$ cat config.mk
export PLATFORM = sky130hd
export DESIGN_NAME = id_stage_front_flat
export DESIGN_NICKNAME = d
export VERILOG_FILES = /design/src/rtl/id_stage_front_pkg.sv /design/src/rtl/id_stage_front_if.sv /design/src/rtl/id_stage_front_decoder.sv /design/src/rtl/id_stage_front.sv /design/src/flat_wrapper.sv
export SDC_FILE = /design/constraint.sdc
export NUM_CORES = 1
export LEC_CHECK = 0
export BUFFER_PORTS_ARGS = -buffer_cell sky130_fd_sc_hd__buf_2
export CORE_ASPECT_RATIO = 0.7
export CORE_MARGIN = 2
export CORE_UTILIZATION = 42
export CTS_CLUSTER_SIZE = 24
export DETAILED_ROUTE_END_ITERATION = 10
export GPL_ROUTABILITY_DRIVEN = 0
export PLACE_DENSITY = 0.77
export SLEW_MARGIN = 30
export SYNTH_ARGS = -nofsm -noshare
export SYNTH_HDL_FRONTEND = slang
export SYNTH_SLANG_ARGS = --single-unit
$ cat constraint.sdc
create_clock -name i_clk -period 3.8 [get_ports i_clk]
set_input_delay 0.19 -clock i_clk [delete_from_list [all_inputs] [get_ports i_clk]]
set_output_delay 0.19 -clock i_clk [all_outputs]
set_load 0.03 [all_outputs]
$ cat src/rtl/id_stage_front_pkg.sv
// Shared decode-stage definitions for the LA32R pipeline: opcode and
// exception-code constants, reset values, the decoder output bundle and
// the RAW-compare helper used by the decode interlock.
package id_stage_front_pkg;

    // Reset vector used by the fetch stage; decode itself resets its PC to 0.
    localparam logic [31:0] RESET_PC    = 32'h1c00_0000;
    localparam logic [31:0] DS_PC_RESET = 32'h0000_0000;

    // Major opcodes in inst[31:26].
    localparam logic [5:0] OP_JIRL = 6'h13;
    localparam logic [5:0] OP_B    = 6'h14;
    localparam logic [5:0] OP_BL   = 6'h15;
    localparam logic [5:0] OP_BEQ  = 6'h16;
    localparam logic [5:0] OP_BNE  = 6'h17;

    // Store opcodes in inst[31:22].
    localparam logic [9:0] OP_ST_B = 10'h0a4;
    localparam logic [9:0] OP_ST_H = 10'h0a5;
    localparam logic [9:0] OP_ST_W = 10'h0a6;

    // 1RI20 opcodes in inst[31:25].
    localparam logic [6:0] OP_LU12I_W   = 7'h0a;
    localparam logic [6:0] OP_PCADDU12I = 7'h0e;

    // Trap opcodes in inst[31:15].
    localparam logic [16:0] OP_SYSCALL = 17'h00056;
    localparam logic [16:0] OP_BREAK   = 17'h00054;

    // Exception codes.
    localparam logic [5:0] ECODE_NONE = 6'h00;
    localparam logic [5:0] ECODE_ADEF = 6'h08;
    localparam logic [5:0] ECODE_SYS  = 6'h0b;
    localparam logic [5:0] ECODE_BRK  = 6'h0c;

    // Branch class of the decoded instruction.
    typedef enum logic [2:0] {
        BR_NONE = 3'd0,
        BR_BEQ  = 3'd1,
        BR_BNE  = 3'd2,
        BR_B    = 3'd3,
        BR_BL   = 3'd4,
        BR_JIRL = 3'd5
    } br_type_e;

    // Everything the top needs from the instruction word.
    typedef struct packed {
        br_type_e   br_type;
        logic       use_rj;      // rj is a real source operand
        logic       use_rk;      // rk is a real source operand (3R groups)
        logic       src2_is_rd;  // second read port reads rd (beq/bne/stores)
        logic [4:0] rj;          // read address 1
        logic [4:0] src2;        // read address 2 (rk or rd)
        logic [4:0] dest;        // write target, 0 when nothing is written
        logic       is_sys;
        logic       is_brk;
    } dec_t;

    // True when a non-zero source matches any non-zero in-flight destination.
    function automatic logic raw_hit(input logic [4:0] src,
                                     input logic [4:0] es_dest,
                                     input logic [4:0] ms_dest,
                                     input logic [4:0] ws_dest);
        logic hit;
        hit = 1'b0;
        if (src != 5'd0) begin
            hit = ((es_dest != 5'd0) && (src == es_dest)) ||
                  ((ms_dest != 5'd0) && (src == ms_dest)) ||
                  ((ws_dest != 5'd0) && (src == ws_dest));
        end
        return hit;
    endfunction

endpackage

$ cat src/rtl/id_stage_front_if.sv
// Handshake bundles around the decode stage.
//
// Valid/ready rule for both bundles: a transfer happens on a rising clock
// edge where the producer's valid and the consumer's allowin are both high.
// The producer holds its payload stable while valid is high and allowin is
// low; allowin may depend combinationally on the consumer's own state only.

// Fetch -> decode bundle. Fetch is the master, decode the slave.
interface id_fs_ds_if;
    logic        fs_to_ds_valid;
    logic [31:0] fs_inst;
    logic [31:0] fs_pc;
    logic        fs_adef_ex;
    logic        ds_allowin;

    modport master (
        output fs_to_ds_valid,
        output fs_inst,
        output fs_pc,
        output fs_adef_ex,
        input  ds_allowin
    );

    modport slave (
        input  fs_to_ds_valid,
        input  fs_inst,
        input  fs_pc,
        input  fs_adef_ex,
        output ds_allowin
    );
endinterface

// Decode -> execute bundle. Decode is the master, execute the slave.
interface id_ds_es_if;
    logic        ds_to_es_valid;
    logic        es_allowin;
    logic [31:0] ds_pc;
    logic [31:0] ds_inst;
    logic [31:0] ds_rj_value;
    logic [31:0] ds_rkd_value;
    logic [4:0]  ds_dest;
    logic        ds_ex;
    logic [5:0]  ds_ecode;

    modport master (
        output ds_to_es_valid,
        input  es_allowin,
        output ds_pc,
        output ds_inst,
        output ds_rj_value,
        output ds_rkd_value,
        output ds_dest,
        output ds_ex,
        output ds_ecode
    );

    modport slave (
        input  ds_to_es_valid,
        output es_allowin,
        input  ds_pc,
        input  ds_inst,
        input  ds_rj_value,
        input  ds_rkd_value,
        input  ds_dest,
        input  ds_ex,
        input  ds_ecode
    );
endinterface

$ cat src/rtl/id_stage_front_decoder.sv
// Combinational instruction decoder for the decode front end: branch class,
// source usage, register-file read addresses, destination and trap flags.
module id_decoder
    import id_stage_front_pkg::*;
(
    input  logic [31:0] i_inst,
    output dec_t        o_dec
);

    logic [4:0] w_rd;
    logic [4:0] w_rj;
    logic [4:0] w_rk;
    logic       w_is_beq;
    logic       w_is_bne;
    logic       w_is_b;
    logic       w_is_bl;
    logic       w_is_jirl;
    logic       w_is_store;
    logic       w_is_lu12i;
    logic       w_is_pcadd;
    logic       w_is_3r;
    logic       w_is_sys;
    logic       w_is_brk;
    logic       w_no_write;
    logic [4:0] w_dest_raw;

    assign w_rd = i_inst[4:0];
    assign w_rj = i_inst[9:5];
    assign w_rk = i_inst[14:10];

    assign w_is_beq   = (i_inst[31:26] == OP_BEQ);
    assign w_is_bne   = (i_inst[31:26] == OP_BNE);
    assign w_is_b     = (i_inst[31:26] == OP_B);
    assign w_is_bl    = (i_inst[31:26] == OP_BL);
    assign w_is_jirl  = (i_inst[31:26] == OP_JIRL);
    assign w_is_store = (i_inst[31:22] == OP_ST_B) ||
                        (i_inst[31:22] == OP_ST_H) ||
                        (i_inst[31:22] == OP_ST_W);
    assign w_is_lu12i = (i_inst[31:25] == OP_LU12I_W);
    assign w_is_pcadd = (i_inst[31:25] == OP_PCADDU12I);
    assign w_is_sys   = (i_inst[31:15] == OP_SYSCALL);
    assign w_is_brk   = (i_inst[31:15] == OP_BREAK);

    // 3R groups share a zero top field and a non-zero group select.
    assign w_is_3r = (i_inst[31:22] == 10'd0) && (i_inst[21:20] != 2'd0);

    // Instructions that never write the register file.
    assign w_no_write = w_is_beq | w_is_bne | w_is_b | w_is_store |
                        w_is_sys | w_is_brk;

    // bl links into r1; everything else that writes targets rd.
    assign w_dest_raw = w_is_bl ? 5'd1 : w_rd;

    // Classify the branch and assemble the decode bundle.
    always_comb begin
        o_dec = '0;
        if (w_is_beq) begin
            o_dec.br_type = BR_BEQ;
        end else if (w_is_bne) begin
            o_dec.br_type = BR_BNE;
        end else if (w_is_b) begin
            o_dec.br_type = BR_B;
        end else if (w_is_bl) begin
            o_dec.br_type = BR_BL;
        end else if (w_is_jirl) begin
            o_dec.br_type = BR_JIRL;
        end else begin
            o_dec.br_type = BR_NONE;
        end
        o_dec.use_rj     = ~(w_is_b | w_is_bl | w_is_lu12i | w_is_pcadd);
        o_dec.use_rk     = w_is_3r & ~w_is_sys & ~w_is_brk;
        o_dec.src2_is_rd = w_is_beq | w_is_bne | w_is_store;
        o_dec.rj         = w_rj;
        o_dec.src2       = o_dec.src2_is_rd ? w_rd : w_rk;
        o_dec.dest       = (w_no_write || (w_dest_raw == 5'd0)) ? 5'd0 : w_dest_raw;
        o_dec.is_sys     = w_is_sys;
        o_dec.is_brk     = w_is_brk;
    end

endmodule

$ cat src/rtl/id_stage_front.sv
// Decode-stage front end: pipeline register behind fetch, register-file
// read, RAW interlock against EX/MEM/WB, branch resolution back to fetch,
// exception merge, and the valid/allowin hand-off to EX.
module id_stage_front
    import id_stage_front_pkg::*;
(
    input  logic         i_clk,
    input  logic         i_resetn,
    id_fs_ds_if.slave    fs_if,
    id_ds_es_if.master   es_if,
    output logic [4:0]   o_rf_raddr1,
    output logic [4:0]   o_rf_raddr2,
    input  logic [31:0]  i_rf_rdata1,
    input  logic [31:0]  i_rf_rdata2,
    input  logic [4:0]   i_es_dest,
    input  logic [4:0]   i_ms_dest,
    input  logic [4:0]   i_ws_dest,
    input  logic         i_wb_ex,
    input  logic         i_ertn_flush,
    output logic         o_br_taken,
    output logic [31:0]  o_br_target,
    output logic         o_ds_valid
);

    // Pipeline register holding the accepted fetch bundle.
    logic        r_ds_valid;
    logic [31:0] r_ds_pc;
    logic [31:0] r_ds_inst;
    logic        r_ds_adef;

    dec_t        w_dec;
    logic        w_flush;
    logic        w_hz_src1;
    logic        w_hz_src2;
    logic        w_hazard;
    logic        w_ds_ex;
    logic [5:0]  w_ecode;
    logic        w_ready_go;
    logic        w_allowin;
    logic        w_to_es_valid;
    logic        w_rs_eq;
    logic        w_br_cond;
    logic        w_br_taken;
    logic [31:0] w_offs16;
    logic [31:0] w_offs26;
    logic [31:0] w_br_base;
    logic [31:0] w_br_offs;

    id_decoder u_decoder (
        .i_inst (r_ds_inst),
        .o_dec  (w_dec)
    );

    assign w_flush = i_wb_ex | i_ertn_flush;

    // Register-file reads are combinational on the held instruction, so a
    // stalled bundle sees fresh operands every cycle.
    assign o_rf_raddr1 = w_dec.rj;
    assign o_rf_raddr2 = w_dec.src2;

    // RAW interlock: only sources the instruction really reads can stall it.
    assign w_hz_src1 = w_dec.use_rj &
                       raw_hit(w_dec.rj, i_es_dest, i_ms_dest, i_ws_dest);
    assign w_hz_src2 = (w_dec.use_rk | w_dec.src2_is_rd) &
                       raw_hit(w_dec.src2, i_es_dest, i_ms_dest, i_ws_dest);
    assign w_hazard  = w_hz_src1 | w_hz_src2;

    // Any attached exception lets the bundle leave without waiting for
    // operands; it will never execute anyway.
    assign w_ds_ex = r_ds_adef | w_dec.is_sys | w_dec.is_brk;

    // Exception code with ADEF taking priority over SYS over BRK.
    always_comb begin
        w_ecode = ECODE_NONE;
        if (r_ds_adef) begin
            w_ecode = ECODE_ADEF;
        end else if (w_dec.is_sys) begin
            w_ecode = ECODE_SYS;
        end else if (w_dec.is_brk) begin
            w_ecode = ECODE_BRK;
        end
    end

    assign w_ready_go    = ~w_hazard | w_ds_ex;
    assign w_allowin     = ~r_ds_valid | (w_ready_go & es_if.es_allowin);
    assign w_to_es_valid = r_ds_valid & w_ready_go & ~w_flush;

    // Branch condition from the decoded class and the compared operands.
    assign w_rs_eq = (i_rf_rdata1 == i_rf_rdata2);
    always_comb begin
        w_br_cond = 1'b0;
        case (w_dec.br_type)
            BR_BEQ:  w_br_cond = w_rs_eq;
            BR_BNE:  w_br_cond = ~w_rs_eq;
            BR_B:    w_br_cond = 1'b1;
            BR_BL:   w_br_cond = 1'b1;
            BR_JIRL: w_br_cond = 1'b1;
            default: w_br_cond = 1'b0;
        endcase
    end

    // The redirect fires only in the cycle the branch hands off to EX.
    assign w_br_taken = r_ds_valid & w_ready_go & es_if.es_allowin &
                        ~w_ds_ex & ~w_flush & w_br_cond;

    // Branch adder: pc- or rj-relative with a 16- or 26-bit word offset.
    assign w_offs16  = {{14{r_ds_inst[25]}}, r_ds_inst[25:10], 2'b00};
    assign w_offs26  = {{4{r_ds_inst[9]}}, r_ds_inst[9:0], r_ds_inst[25:10], 2'b00};
    assign w_br_base = (w_dec.br_type == BR_JIRL) ? i_rf_rdata1 : r_ds_pc;
    assign w_br_offs = ((w_dec.br_type == BR_B) || (w_dec.br_type == BR_BL)) ?
                       w_offs26 : w_offs16;

    assign o_br_taken  = w_br_taken;
    assign o_br_target = w_br_base + w_br_offs;
    assign o_ds_valid  = r_ds_valid;

    assign fs_if.ds_allowin = w_allowin;

    assign es_if.ds_to_es_valid = w_to_es_valid;
    assign es_if.ds_pc          = r_ds_pc;
    assign es_if.ds_inst        = r_ds_inst;
    assign es_if.ds_rj_value    = i_rf_rdata1;
    assign es_if.ds_rkd_value   = i_rf_rdata2;
    assign es_if.ds_dest        = w_dec.dest;
    assign es_if.ds_ex          = w_ds_ex;
    assign es_if.ds_ecode       = w_ecode;

    // Accept a new bundle when allowed; a flush empties the stage at once,
    // and a taken branch discards the wrong-path bundle fetched alongside it.
    always_ff @(posedge i_clk) begin
        if (!i_resetn) begin
            r_ds_valid <= 1'b0;
            r_ds_pc    <= DS_PC_RESET;
            r_ds_inst  <= 32'd0;
            r_ds_adef  <= 1'b0;
        end else begin
            if (w_flush) begin
                r_ds_valid <= 1'b0;
            end else if (w_allowin) begin
                r_ds_valid <= fs_if.fs_to_ds_valid & ~w_br_taken;
            end
            if (w_allowin) begin
                r_ds_pc   <= fs_if.fs_pc;
                r_ds_inst <= fs_if.fs_inst;
                r_ds_adef <= fs_if.fs_adef_ex;
            end
        end
    end

endmodule

$ cat src/flat_wrapper.sv
// flat-port wrapper written by rule: the top's interface ports become plain ports
module id_stage_front_flat import id_stage_front_pkg::*;
  (i_clk, i_resetn, o_rf_raddr1, o_rf_raddr2, i_rf_rdata1, i_rf_rdata2, i_es_dest, i_ms_dest, i_ws_dest, i_wb_ex, i_ertn_flush, o_br_taken, o_br_target, o_ds_valid, fs_if_fs_to_ds_valid, fs_if_fs_inst, fs_if_fs_pc, fs_if_fs_adef_ex, fs_if_ds_allowin, es_if_ds_to_es_valid, es_if_es_allowin, es_if_ds_pc, es_if_ds_inst, es_if_ds_rj_value, es_if_ds_rkd_value, es_if_ds_dest, es_if_ds_ex, es_if_ds_ecode);
  id_fs_ds_if fs_if_i ();
  id_ds_es_if es_if_i ();
  input  logic i_clk;
  input  logic i_resetn;
  output logic [4:0] o_rf_raddr1;
  output logic [4:0] o_rf_raddr2;
  input  logic [31:0] i_rf_rdata1;
  input  logic [31:0] i_rf_rdata2;
  input  logic [4:0] i_es_dest;
  input  logic [4:0] i_ms_dest;
  input  logic [4:0] i_ws_dest;
  input  logic i_wb_ex;
  input  logic i_ertn_flush;
  output logic o_br_taken;
  output logic [31:0] o_br_target;
  output logic o_ds_valid;
  input wire logic [$bits(fs_if_i.fs_to_ds_valid)-1:0] fs_if_fs_to_ds_valid;
  input wire logic [$bits(fs_if_i.fs_inst)-1:0] fs_if_fs_inst;
  input wire logic [$bits(fs_if_i.fs_pc)-1:0] fs_if_fs_pc;
  input wire logic [$bits(fs_if_i.fs_adef_ex)-1:0] fs_if_fs_adef_ex;
  output wire logic [$bits(fs_if_i.ds_allowin)-1:0] fs_if_ds_allowin;
  output wire logic [$bits(es_if_i.ds_to_es_valid)-1:0] es_if_ds_to_es_valid;
  input wire logic [$bits(es_if_i.es_allowin)-1:0] es_if_es_allowin;
  output wire logic [$bits(es_if_i.ds_pc)-1:0] es_if_ds_pc;
  output wire logic [$bits(es_if_i.ds_inst)-1:0] es_if_ds_inst;
  output wire logic [$bits(es_if_i.ds_rj_value)-1:0] es_if_ds_rj_value;
  output wire logic [$bits(es_if_i.ds_rkd_value)-1:0] es_if_ds_rkd_value;
  output wire logic [$bits(es_if_i.ds_dest)-1:0] es_if_ds_dest;
  output wire logic [$bits(es_if_i.ds_ex)-1:0] es_if_ds_ex;
  output wire logic [$bits(es_if_i.ds_ecode)-1:0] es_if_ds_ecode;
  assign fs_if_i.fs_to_ds_valid = fs_if_fs_to_ds_valid;
  assign fs_if_i.fs_inst = fs_if_fs_inst;
  assign fs_if_i.fs_pc = fs_if_fs_pc;
  assign fs_if_i.fs_adef_ex = fs_if_fs_adef_ex;
  assign fs_if_ds_allowin = fs_if_i.ds_allowin;
  assign es_if_ds_to_es_valid = es_if_i.ds_to_es_valid;
  assign es_if_i.es_allowin = es_if_es_allowin;
  assign es_if_ds_pc = es_if_i.ds_pc;
  assign es_if_ds_inst = es_if_i.ds_inst;
  assign es_if_ds_rj_value = es_if_i.ds_rj_value;
  assign es_if_ds_rkd_value = es_if_i.ds_rkd_value;
  assign es_if_ds_dest = es_if_i.ds_dest;
  assign es_if_ds_ex = es_if_i.ds_ex;
  assign es_if_ds_ecode = es_if_i.ds_ecode;
  id_stage_front u_core (.i_clk(i_clk), .i_resetn(i_resetn), .fs_if(fs_if_i), .es_if(es_if_i), .o_rf_raddr1(o_rf_raddr1), .o_rf_raddr2(o_rf_raddr2), .i_rf_rdata1(i_rf_rdata1), .i_rf_rdata2(i_rf_rdata2), .i_es_dest(i_es_dest), .i_ms_dest(i_ms_dest), .i_ws_dest(i_ws_dest), .i_wb_ex(i_wb_ex), .i_ertn_flush(i_ertn_flush), .o_br_taken(o_br_taken), .o_br_target(o_br_target), .o_ds_valid(o_ds_valid));
endmodule
Yosys cells after proc, flatten, opt, wreduce, memory -nomap -nowiden
Index checks and enable logic that the tools add are counted.
- add/subtract/negate cells: 1
- eq/ne operators: 24
- muxes and demuxes: 16
- bitwise gates (word level): 38
- reduce and logical (&&, ||, !) cells: 25
- operators by type and width (operator ; number):
    $mux 32 ; 2
    $eq 17x7->1 const B ; 2
    $add 32x32->32 ; 1
    $eq 32x32->1 ; 1
    $eq 10x8->1 const B ; 3
    $eq 5x5->1 ; 6
    $eq 6x5->1 const B ; 5
    $reduce_bool 5->1 ; 5
    $or 1x1->1 ; 16
    $mux 3 ; 5
    $mux 5 ; 3
    $eq 7x4->1 const B ; 2
    $and 1x1->1 ; 12
    $mux 6 ; 2
    $logic_not 10->1 ; 1
    $not 1->1 ; 10
    $logic_or 1x1->1 ; 8
    $logic_and 1x1->1 ; 7
    $eq 3x2->1 const B ; 2
    $eq 3x3->1 const B ; 2
    $logic_not 5->1 ; 1
    $mux 4 ; 1
    $eq 3x1->1 const B ; 1
    $pmux 1 s3 ; 1
    other kinds (4) ; 5
- bits in registers: 66
- output and inout bits: 186
- word-level logic and storage cells: 108

Depth between registers and ports, before layout
Gate-level depths: netlist of run 1.
- depth in word-level cells: 21
- depth in mapped cells: 17
- gate-level depth less buffers: 15

Modules after synthesis
From an unflattened synthesis of run 1, not the netlist that was laid out.
- cells, all modules: 720
- area, all modules: 6122.1 um^2
- modules (own cells, without submodules) (module ; instances ; cells each ; area an instance (um^2) ; seq. area each (um^2)):
    id_stage_front ; 1 ; 664 ; 5750.5 ; 1321.3
    id_decoder ; 1 ; 56 ; 371.6 ; 0.0

Worst setup path after synthesis of run 1
OpenSTA, ideal clock, no wires.
- path type: reg2out
- from: reg u_core.r_ds_inst[27], in the netlist u_core.es_if.ds_inst[27]
- to: out o_br_target[30]
- arrival time: 4287 ps
- required time: 3610 ps
- setup slack: -677 ps
- cell stages (with the launch flop): 18
- cell sequence: dfxtp_1 > buf_4 > and2_0 > clkbuf_1 > nand4b_1 > clkbuf_1 > mux2_2 > ha_1 > fa_1 > a211oi_1 > o21bai_1 > a21oi_1 > o21ai_0 > o21ai_0 > o211ai_1 > a31o_2 > a21oi_1 > xnor2_1
- word-level cells in the longest chain between the ends: 10
- elaborated cells between the ends (all ways): 17
- those cells by class: add/sub (1); eq/ne (8); mux (7); reduce/logical (1)
- ends and longest elaborated chain (item ; line ; text):
    start: declaration ; id_stage_front.sv:28 ; logic [31:0] r_ds_inst;
    start signal: assignment ; id_stage_front.sv:144 ; r_ds_inst <= fs_if.fs_inst;
    $eq 6x5->1 ; id_stage_front_decoder.sv:35 ; assign w_is_jirl = (i_inst[31:26] == OP_JIRL);
    $mux 3 ; id_stage_front_decoder.sv:65 ; end else if (w_is_jirl) begin
    $mux 3 ; id_stage_front_decoder.sv:63 ; end else if (w_is_bl) begin
    $mux 3 ; id_stage_front_decoder.sv:61 ; end else if (w_is_b) begin
    $mux 3 ; id_stage_front_decoder.sv:59 ; end else if (w_is_bne) begin
    $mux 3 (*) ; id_stage_front_decoder.sv:57 ; if (w_is_beq) begin
    $eq 3x2->1 or $eq 3x3->1 (tied branches) ; id_stage_front.sv:110 ; assign w_br_offs = ((w_dec.br_type == BR_B) || (w_dec.br_type == BR_BL)) ?
    $logic_or 1x1->1 ; id_stage_front.sv:110 ;
    $mux 32 ; id_stage_front.sv:110 ;
    $add 32x32->32 (*) ; id_stage_front.sv:114 ; assign o_br_target = w_br_base + w_br_offs;
    end: declaration ; flat_wrapper.sv:18 ; output logic [31:0] o_br_target;
Mark *: on every way between the ends. The rest lies on a longest branch, timed or not.

Worst setup path after layout of run 1
- from: reg u_core.r_ds_inst[30], in the netlist u_core.es_if.ds_inst[30]
- to: out o_br_target[20]
Same word-level chain as after synthesis.

==> impl_metrics.py, run 1 <==
metrics = {
    "run_status": {
        "status": "finished, violations left",
        "violations": "negative setup slack",
    },
    "cts": {
        "clk_pin_slew_ns": 0.06,
        "h-tree-depth": 3,
        "numCtsBuffers": 9,
        "cts-root-buf": "clkbuf_16",
        "clk_path_buf_depth": 2,
        "cts_tree": "yes",
        "hold_buffers": 0,
        "clk_latency_ns": 0.34,
        "cts_sinks": 66,
    },
    "timing": {
        "relSlewSlack_pct": 51.9,
        "fin_crit_sh_pct": 104,
        "fin_ws_ns": -0.133,
        "worstMarginPinSlew_ns": 0.715,
        "rsz0062_at_grt": "true",
        "whs_ns": 0.0851,
        "maxSlewViolCount": 0,
        "skew_ns": 0.00953,
        "setup_violations": 6,
        "fmax_mhz": 254,
        "min_period_ns": 3.93,
        "finalHoldViolCount": 0,
    },
    "logic_synthesis": {
        "yosys.area.top_type_share_pct": 20.9,
        "synth.avg_cell_area_um2": 7.94,
        "synth-main-ff-cell": "dfxtp_1",
        "synth_top_cell_by_area": "dfxtp_1",
        "ys_seq_area_share_pct": 20.9,
        "synthArstFlopShare_pct": 0,
        "synth.area.top_cells": "dfxtp_1 (21%), mux2i_1 (10%), nand2_1 (10%)",
        "postSynthCellCount": 794,
        "ys_ff_latch": 66,
        "yosys_warnings": 0,
        "synth_edf_count": 0,
        "syn_area_um2": 6310,
        "synth_cell_types": 61,
    },
    "min_path": {
        "hp-class": "primary input to flip-flop",
    },
    "placement": {
        "place_area_um2": 7960,
        "place_ws_ns": -0.111,
        "dp_cells": 1265,
        "port_buffers": 333,
        "dpl.hpwl_um": 18700,
    },
    "routing": {
        "drt_wl_total_um": 24600,
        "vias": 6897,
        "wl_per_cell_um": 18.9,
        "first_pass_iters": 5,
        "dr.first_iter.drc_count": 614,
        "drc_errors": 0,
        "ant_nets": 0,
        "viasPerCell": 5.30,
    },
    "global_route": {
        "grt_pass1_wl_um": 35000,
        "grt_overflow": 0,
        "grt_pass1_vias": 6358,
        "grt_use_total_pct": 28.7,
        "grt_antenna_before_repair": 1,
        "grt_max_degree": 57,
    },
    "power": {
        "vdd_ir_drop_max_mv": 0.262,
        "cellPowerDensity_nw_per_um2": 320,
        "leakage_nw": 4.38,
    },
    "cells_and_area": {
        "final_layout_size_suffix_gt1_share_pct": 49.3,
        "nNetsFinal": 1280,
        "final_cells": 1301,
        "area_growth_pct": 43.7,
        "stdcell_area_um2": 9070,
    },
    "critical_path": {
        "arrival_ns": 3.74,
        "worst_setup_path_end_kind": "output pin",
        "start_kind": "flip-flop",
        "crit_fanout": 5,
        "crit_type": "flip-flop to output pin",
        "cp.required_ns": 3.61,
    },
    "die": {
        "core_area_um2": 14700,
        "ioPinCount": 336,
        "die_w_um": 150,
        "dieArea_um2": 16000,
        "num_rows": 37,
        "die_h_um": 107,
        "initial_core_util_pct": 43.0,
    },
    "job": {
        "maxCapViolCount": 0,
    },
}
==> logic make-up after synthesis <==
group,Yosys count,share of synthesized area (%)
adder cells (fa/ha/maj),30,6.07
XOR/XNOR,84,11.7
buffers and inverters,125,13.0
AO/OA/AOI/OAI,108,11.9
other,1,0.0595
flip-flops,66,20.9
AND/OR/NAND/NOR,283,20.3
multiplexers,97,16.0
==> metal layers <==
layer  routed length [um]  GRT usage [%]  vias up  share of wire, %
met3                 2040           7.00       43               8.3
li1                     -              -     3281                 -
met5                    0              0        -                 0
met4                  646           9.77        0               2.6
met2                11300           46.2      342                46
met1                10600           37.3     3231                43
==> cell usage in the layout, fill, tap and decap left out, drive strengths merged, types with 3 or more instances in the layout <==
master and instances:
a211oi 7, xnor2 37, buf 405, and2 8
and3 7, o211ai 8, nor2 26, o2111ai 3
nor2b 3, a31oi 3, o21ai 22, nand4 9
clkbuf 10, mux2 31, xor2 47, mux2i 66
o21a 5, a21o 11, ha 29, o21bai 4
nand3 10, or3 5, or4 3, nor3b 5
nand2 176, nor3 9, nor4 15, dfxtp 66
inv 18, a21oi 29
==> metrics by stage <==
step | setup TNS [ns] | total power, W | util, %
2_1_floorplan | -0.238 | 0.00150 | -
3_3_place_gp | -0.0264 | 0.00183 | 54.2
3_5_place_dp | -0.219 | 0.00184 | 54.2
4_1_cts | -0.247 | 0.00284 | 59.4
5_1_grt | -1.99 | 0.00302 | 61.8
6_report | -0.371 | 0.00290 | 61.8
==> cell usage after synthesis, types with 2 or more instances <==
cell type  count
nor3_1         9
o21a_1         5
a2111oi_0      2
nor2_1        26
a211oi_1       6
xnor2_1       37
or4_1          3
nor4_1        14
a221oi_1       2
nand4_1        9
o21bai_1       4
a21o_1        11
inv_1         14
mux2_2        31
dfxtp_1       66
a31oi_1        2
and3_1         7
clkbuf_1      29
and2_1         7
o2111ai_1      3
o21ai_1        3
nor2b_1        3
o211ai_4       2
a21boi_0       2
o211ai_2       3
o21ai_0       19
or3_1          5
a21oi_1       29
nor3b_1        5
nand3_1       10
o211ai_1       3
mux2i_1       66
nand2_1      176
buf_12         3
xor2_1        47
buf_4         78
ha_1          29
==> cell type report <==
cell class                 count  area, um2
timing repair buffer         405       2340
fill                        1300       5610
sequential                    66       1330
clock buffer                  10        250
antenna                        1       2.50
multi-input combinational    604       4770
tap                          195        244
clock inverter                 6       77.6
inverter                      14       52.6
==> report_power, final <==
part | internal (W) | switching (W)
sequential | 0.000733 | 0.0000656
clock | 0.000563 | 0.000374
combinational | 0.000452 | 0.000713
==> path summary, 6_finish.rpt <==
check                            from                       end  slack (ns)  cells after the start
max          u_core.es_if.ds_inst[30]           o_br_target[20]       -0.13                     16
min                 fs_if_fs_inst[20]  u_core.es_if.ds_inst[20]        0.09                      3
max reg2reg  u_core.es_if.ds_inst[25]    u_core.es_if.ds_pc[11]        0.59                     10
min reg2reg    u_core.es_if.ds_pc[18]    u_core.es_if.ds_pc[18]        0.47                      2
==> state kept, by name (all words and copies together), names as in the netlist <==
signal / flops
u_core.es_if.ds_inst: 32
u_core.es_if.ds_pc: 32
u_core.o_ds_valid: 1
u_core.r_ds_adef: 1
==> critical path: stages, from the launching register on <==
cell and delay, ns:
dfxtp_4 0.34, and2_4 0.14, nand4b_1 0.14, buf_6 0.18, buf_6 0.13, mux2_4 0.32, fa_2 0.37, a211oi_2 0.21
o21bai_1 0.14, a21oi_2 0.25, a21oi_2 0.10, o31ai_2 0.31, a22oi_2 0.11, a21o_1 0.19, a21oi_2 0.17, xnor2_2 0.13
buf_6 0.15
==> timing repair <==
item                       4_1_cts  5_1_grt
setup endpoints to repair       15       19
resized for setup               71       74
setup buffers                   12       12
pin swaps                       28       56
Power figures use the tool's default switching activity.
==> run 2, diff against run 1 <==
==> constraint.sdc (replaced) <==
create_clock -name i_clk -period 3.8 [get_ports i_clk]
set_input_delay 0.38 -clock i_clk [delete_from_list [all_inputs] [get_ports i_clk]]
set_output_delay 0.38 -clock i_clk [all_outputs]
set_load 0.03 [all_outputs]
==> impl_metrics.py, run 2 (synthesis results as in run 1) <==
metrics = {
    "global_route": {
        "grt_pass1_wl_um": 36700,
        "grt_antenna_before_repair": 1,
        "grt_overflow": 0,
        "grt_use_total_pct": 29.8,
        "grt_max_degree": 55,
        "grt_pass1_vias": 6422,
    },
    "routing": {
        "drt_wl_total_um": 24800,
        "vias": 6929,
        "met1_length_um": 10700,
        "first_pass_iters": 7,
        "highest_layer": "met4",
        "drc_errors": 0,
        "dr.first_iter.drc_count": 444,
        "dr_wl_met3_um": 2130,
        "viasPerCell": 5.30,
        "wl_met2_um": 11400,
        "ant_nets": 0,
        "wl_per_cell_um": 18.9,
    },
    "placement": {
        "dp_cells": 1270,
        "port_buffers": 333,
        "dpl.hpwl_um": 19400,
    },
    "critical_path": {
        "crit_path_start": "u_core.es_if.ds_inst[30]",
        "crit_chain": "and2_4 -> nand4b_1 -> buf_6 -> buf_8 -> mux2_4 -> fa_2 -> a211oi_2 -> o21bai_2 -> a21oi_2 -> buf_4 -> a21oi_4 -> o31ai_4 -> a22oi_2 -> a21o_1 -> a21oi_2 -> xnor2_2 -> buf_6",
        "worst-path-buf-inv": 4,
        "cp.required_ns": 3.42,
        "slowest_stage": "fa_2",
        "crit_family": "compound AO/OA/AOI/OAI gates",
        "reg2reg_from": "u_core.es_if.ds_inst[25]",
        "crit_type": "flip-flop to output pin",
        "crit_fanout": 6,
        "worst_setup_path_end_kind": "output pin",
        "arrival_ns": 3.71,
        "start_kind": "flip-flop",
        "slowest_delay_ns": 0.40,
    },
    "cells_and_area": {
        "n_fill_cell": 1317,
        "multi_input_area_um2": 4810,
        "final_layout_size_suffix_gt1_share_pct": 50.3,
        "area_growth_pct": 45.1,
        "seq_area_um2": 1330,
        "postLayoutCoreUtil_pct": 62.3,
        "final_cell_mix": "buf_2 (314), nand2_1 (169), buf_4 (78), mux2i_1 (66), dfxtp_1 (62)",
        "final_cells": 1308,
        "final_common_cell": "buf_2",
        "nNetsFinal": 1287,
    },
    "cts": {
        "hold_buffers": 0,
        "clk_pin_slew_ns": 0.07,
        "clk_latency_ns": 0.34,
        "cts_tree": "yes",
        "h-tree-depth": 3,
        "numCtsBuffers": 9,
        "clk_path_buf_depth": 2,
        "cts-root-buf": "clkbuf_16",
        "cts_sinks": 66,
    },
    "timing": {
        "finalHoldViolCount": 0,
        "rsz0062_at_grt": "true",
        "maxSlewViolCount": 0,
        "fin_crit_sh_pct": 108,
        "setup_violations": 15,
        "fmax_mhz": 244,
        "worstMarginPinSlew_ns": 0.665,
        "relSlewSlack_pct": 55.0,
        "skew_ns": 0.00656,
        "fin_ws_ns": -0.294,
        "min_period_ns": 4.09,
    },
    "die": {
        "dieArea_um2": 16000,
        "die_h_um": 107,
        "die_w_um": 150,
        "ioPinCount": 336,
        "initial_core_util_pct": 43.0,
        "core_area_um2": 14700,
        "num_rows": 37,
    },
    "run_status": {
        "violations": "negative setup slack",
        "status": "finished, violations left",
    },
    "power": {
        "leakage_nw": 4.40,
        "vdd_ir_drop_max_mv": 0.253,
        "cellPowerDensity_nw_per_um2": 316,
        "power.internal_w": 0.00172,
        "power_frac_comb_pct": 41.0,
        "p_sw_w": 0.00117,
        "seqPwrFrac_pct": 27.6,
        "power_w": 0.00289,
        "clockPowerShare_pct": 31.4,
        "swShare_pct": 40.4,
    },
    "min_path": {
        "hp-start": "fs_if_fs_pc[4]",
        "hp-class": "primary input to flip-flop",
    },
    "job": {
        "maxCapViolCount": 0,
    },
}
[run 2: worst paths after layout]
check / end / slack (ns) / cells after the start
worst min register to register: u_core.es_if.ds_pc[3] / 0.48 / 2
worst max-delay path: o_br_target[20] / -0.29 / 17
worst min-delay path: u_core.es_if.ds_pc[4] / 0.27 / 3
worst max register to register: u_core.es_if.ds_pc[25] / 0.43 / 10
[run 2: timing repair]
| action | CTS | global route |
|---|---|---|
| gates resized for setup | 84 | 55 |
| cloned | 1 | 0 |
| buffers inserted | 15 | 8 |
| setup endpoints to repair | 21 | 21 |
| pin swaps | 40 | 32 |
[run 2: power by group through the flow]
stage	combinational [W]	clock, W	sequential [W]
3_5_place_dp	0.00106	0	0.000805
3_3_place_gp	0.00104	0	0.000804
4_1_cts	0.00113	0.000910	0.000793
6_report	0.00118	0.000907	0.000797
2_1_floorplan	0.000653	0	0.000863
5_1_grt	0.00126	0.000940	0.000801
[run 2: stage by stage]
stage	setup WS (ns)	setup TNS [ns]	hold WS (ns)	area [um2]
finish	-0.294	-2.04	0.275	9150
global route	-0.420	-4.56	0.267	9150
CTS	-0.223	-1.58	0.271	8910
detailed placement	-0.173	-0.659	0.469	8070
global placement	-0.0874	-0.155	0.458	8070
floorplan	-0.207	-0.664	0.465	6500
[run 2: layout make-up]
cell class	instances	area share [%]
timing repair buffer	412	26.2
clock buffer	9	2.46
inverter	14	0.574
multi-input combinational	604	52.6
clock inverter	7	0.916
sequential	66	14.5
antenna	1	0.0273
tap	195	2.67
[run 2: routing by layer]
| metal | up-vias | track usage, % |
|---|---|---|
| li1 | 3298 | - |
| met1 | 3237 | 39.8 |
| met2 | 350 | 48.8 |
| met3 | 44 | 5.67 |
| met4 | 0 | 8.42 |
| met5 | - | 0 |
[run 2: tightest hold or removal path, cell delays in order]
cell and delay (ns):
buf_2 0.09, nand2_1 0.04, mux2i_1 0.05
==> run 3, diff against run 2 <==
CORE_UTILIZATION = 40   (was 42)
PLACE_DENSITY = 0.73   (was 0.77)
==> impl_metrics.py, run 3 (synthesis results as in run 1) <==
metrics = {
    "run_status": {
        "status": "finished, violations left",
        "violations": "negative setup slack",
    },
    "critical_path": {
        "cp.required_ns": 3.42,
        "r2r-end": "u_core.es_if.ds_inst[29]",
        "reg2regPathDepth": 12,
        "crit_path_start": "u_core.es_if.ds_inst[30]",
        "arrival_ns": 3.71,
        "worst_setup_path_end_kind": "output pin",
        "crit_type": "flip-flop to output pin",
        "reg2reg_slack_ns": 0.24,
        "crit_fanout": 7,
        "reg2reg_from": "u_core.es_if.ds_inst[31]",
        "start_kind": "flip-flop",
    },
    "timing": {
        "finalHoldViolCount": 0,
        "min_period_ns": 4.09,
        "rsz0062_at_grt": "true",
        "worstMarginPinSlew_ns": 0.855,
        "fmax_mhz": 245,
        "maxSlewViolCount": 0,
        "relSlewSlack_pct": 43.0,
        "skew_ns": 0.00891,
        "fin_ws_ns": -0.286,
        "setup_violations": 15,
        "fin_crit_sh_pct": 108,
    },
    "placement": {
        "place_area_um2": 8130,
        "dpl.hpwl_um": 19800,
        "dp_cells": 1279,
        "place_ws_ns": -0.154,
        "port_buffers": 333,
    },
    "cells_and_area": {
        "final_layout_size_suffix_gt1_share_pct": 48.4,
        "final_cells": 1315,
        "final_cell_mix": "buf_2 (313), nand2_1 (175), buf_4 (84), mux2i_1 (66), dfxtp_1 (63)",
        "seq_area_um2": 1330,
        "stdcell_area_um2": 9050,
        "multi_input_area_um2": 4680,
        "area_growth_pct": 43.5,
        "nNetsFinal": 1288,
        "final_common_cell": "buf_2",
        "n_fill_cell": 1408,
    },
    "power": {
        "cellPowerDensity_nw_per_um2": 321,
        "power_w": 0.00290,
        "vdd_ir_drop_max_mv": 0.256,
        "leakage_nw": 4.41,
    },
    "cts": {
        "clk_pin_slew_ns": 0.07,
        "clk_path_buf_depth": 2,
        "hold_buffers": 0,
        "cts_sinks": 66,
        "cts-root-buf": "clkbuf_16",
        "h-tree-depth": 3,
        "cts_tree": "yes",
        "clk_latency_ns": 0.35,
        "numCtsBuffers": 9,
    },
    "global_route": {
        "grt_pass1_vias": 6277,
        "grt_overflow": 0,
        "grt_antenna_before_repair": 1,
        "grt_max_degree": 122,
        "grt_use_total_pct": 28.1,
        "grt_pass1_wl_um": 35900,
    },
    "min_path": {
        "hp-class": "primary input to flip-flop",
        "hp-start": "fs_if_fs_pc[5]",
        "whs_endpoint": "u_core.es_if.ds_pc[5]",
        "hold_depth": 3,
    },
    "routing": {
        "dr.first_iter.drc_count": 334,
        "viasPerCell": 5.22,
        "drt_wl_total_um": 25100,
        "first_pass_iters": 5,
        "ant_nets": 0,
        "drc_errors": 0,
        "wl_per_cell_um": 19.0,
        "vias": 6869,
    },
    "die": {
        "initial_core_util_pct": 40.8,
        "num_rows": 38,
        "ioPinCount": 336,
        "die_h_um": 109,
        "core_area_um2": 15500,
        "die_w_um": 154,
        "dieArea_um2": 16800,
    },
    "job": {
        "maxCapViolCount": 0,
    },
}
[run 3: changes by cell type in the layout (fill, tap and decap cells not counted), sizes merged]
cell    previous run  this run
buf              412       413
clkbuf             9        10
clkinv             1         0
diode              1         2
[run 3: power by group]
group | switching, W | internal, W
Combinational | 0.000710 | 0.000451
Clock | 0.000382 | 0.000563
Sequential | 0.0000643 | 0.000733
Total | 0.00116 | 0.00175
[run 3: timing repair]
action | 4_1_cts | 5_1_grt
setup endpoints to repair | 21 | 21
setup buffers | 7 | 12
gates cloned | 0 | 0
pin swaps | 19 | 34
resized for setup | 53 | 51
[run 3: worst max path at each step]
stage	end	slack [ns]	cells past startpoint
2_1_floorplan	o_br_target[30]	-0.21	17
3_3_place_gp	o_br_target[20]	-0.05	16
3_5_place_dp	o_br_target[20]	-0.15	16
4_1_cts	o_br_target[30]	-0.33	16
5_1_grt	o_br_target[31]	-0.43	16
6_report	o_br_target[31]	-0.29	16
[run 3: routing by layer]
metal / vias up / global-route usage, % / wire length, um / part of all wire [%]
li1: 3306 / - / - / -
met4: 0 / 9.35 / 623 / 2.5
met5: - / 0 / 0 / 0
met2: 314 / 45.3 / 11300 / 45
met1: 3202 / 37.0 / 11100 / 44
met3: 47 / 7.15 / 2010 / 8.0
[run 3: area by class of cell]
type | count | area share [%]
timing repair buffer | 413 | 26.5
multi-input combinational | 604 | 51.8
antenna | 2 | 0.0553
clock buffer | 10 | 2.77
tap | 200 | 2.77
sequential | 66 | 14.7
inverter | 14 | 0.581
clock inverter | 6 | 0.857
[run 3: metrics by stage]
stage          hold slack [ns]  TNS [ns]  utilization (%)
2_1_floorplan            0.465    -0.664                -
3_3_place_gp             0.458    -0.105             52.6
3_5_place_dp             0.468    -0.433             52.6
4_1_cts                  0.264     -2.49             56.4
5_1_grt                  0.266     -4.52             58.5
6_report                 0.270     -2.34             58.6
[run 3: worst max-delay path, cell delays in order (launching register included)]
cell	delay, ns
dfxtp_4	0.34
and2_4	0.15
nand4b_1	0.11
buf_6	0.17
buf_12	0.13
mux2_2	0.35
ha_4	0.19
or3_4	0.37
o211ai_1	0.18
buf_4	0.17
a21boi_4	0.07
o311ai_4	0.32
a31oi_2	0.16
a21o_1	0.20
a21oi_2	0.17
xnor2_2	0.13
buf_6	0.15
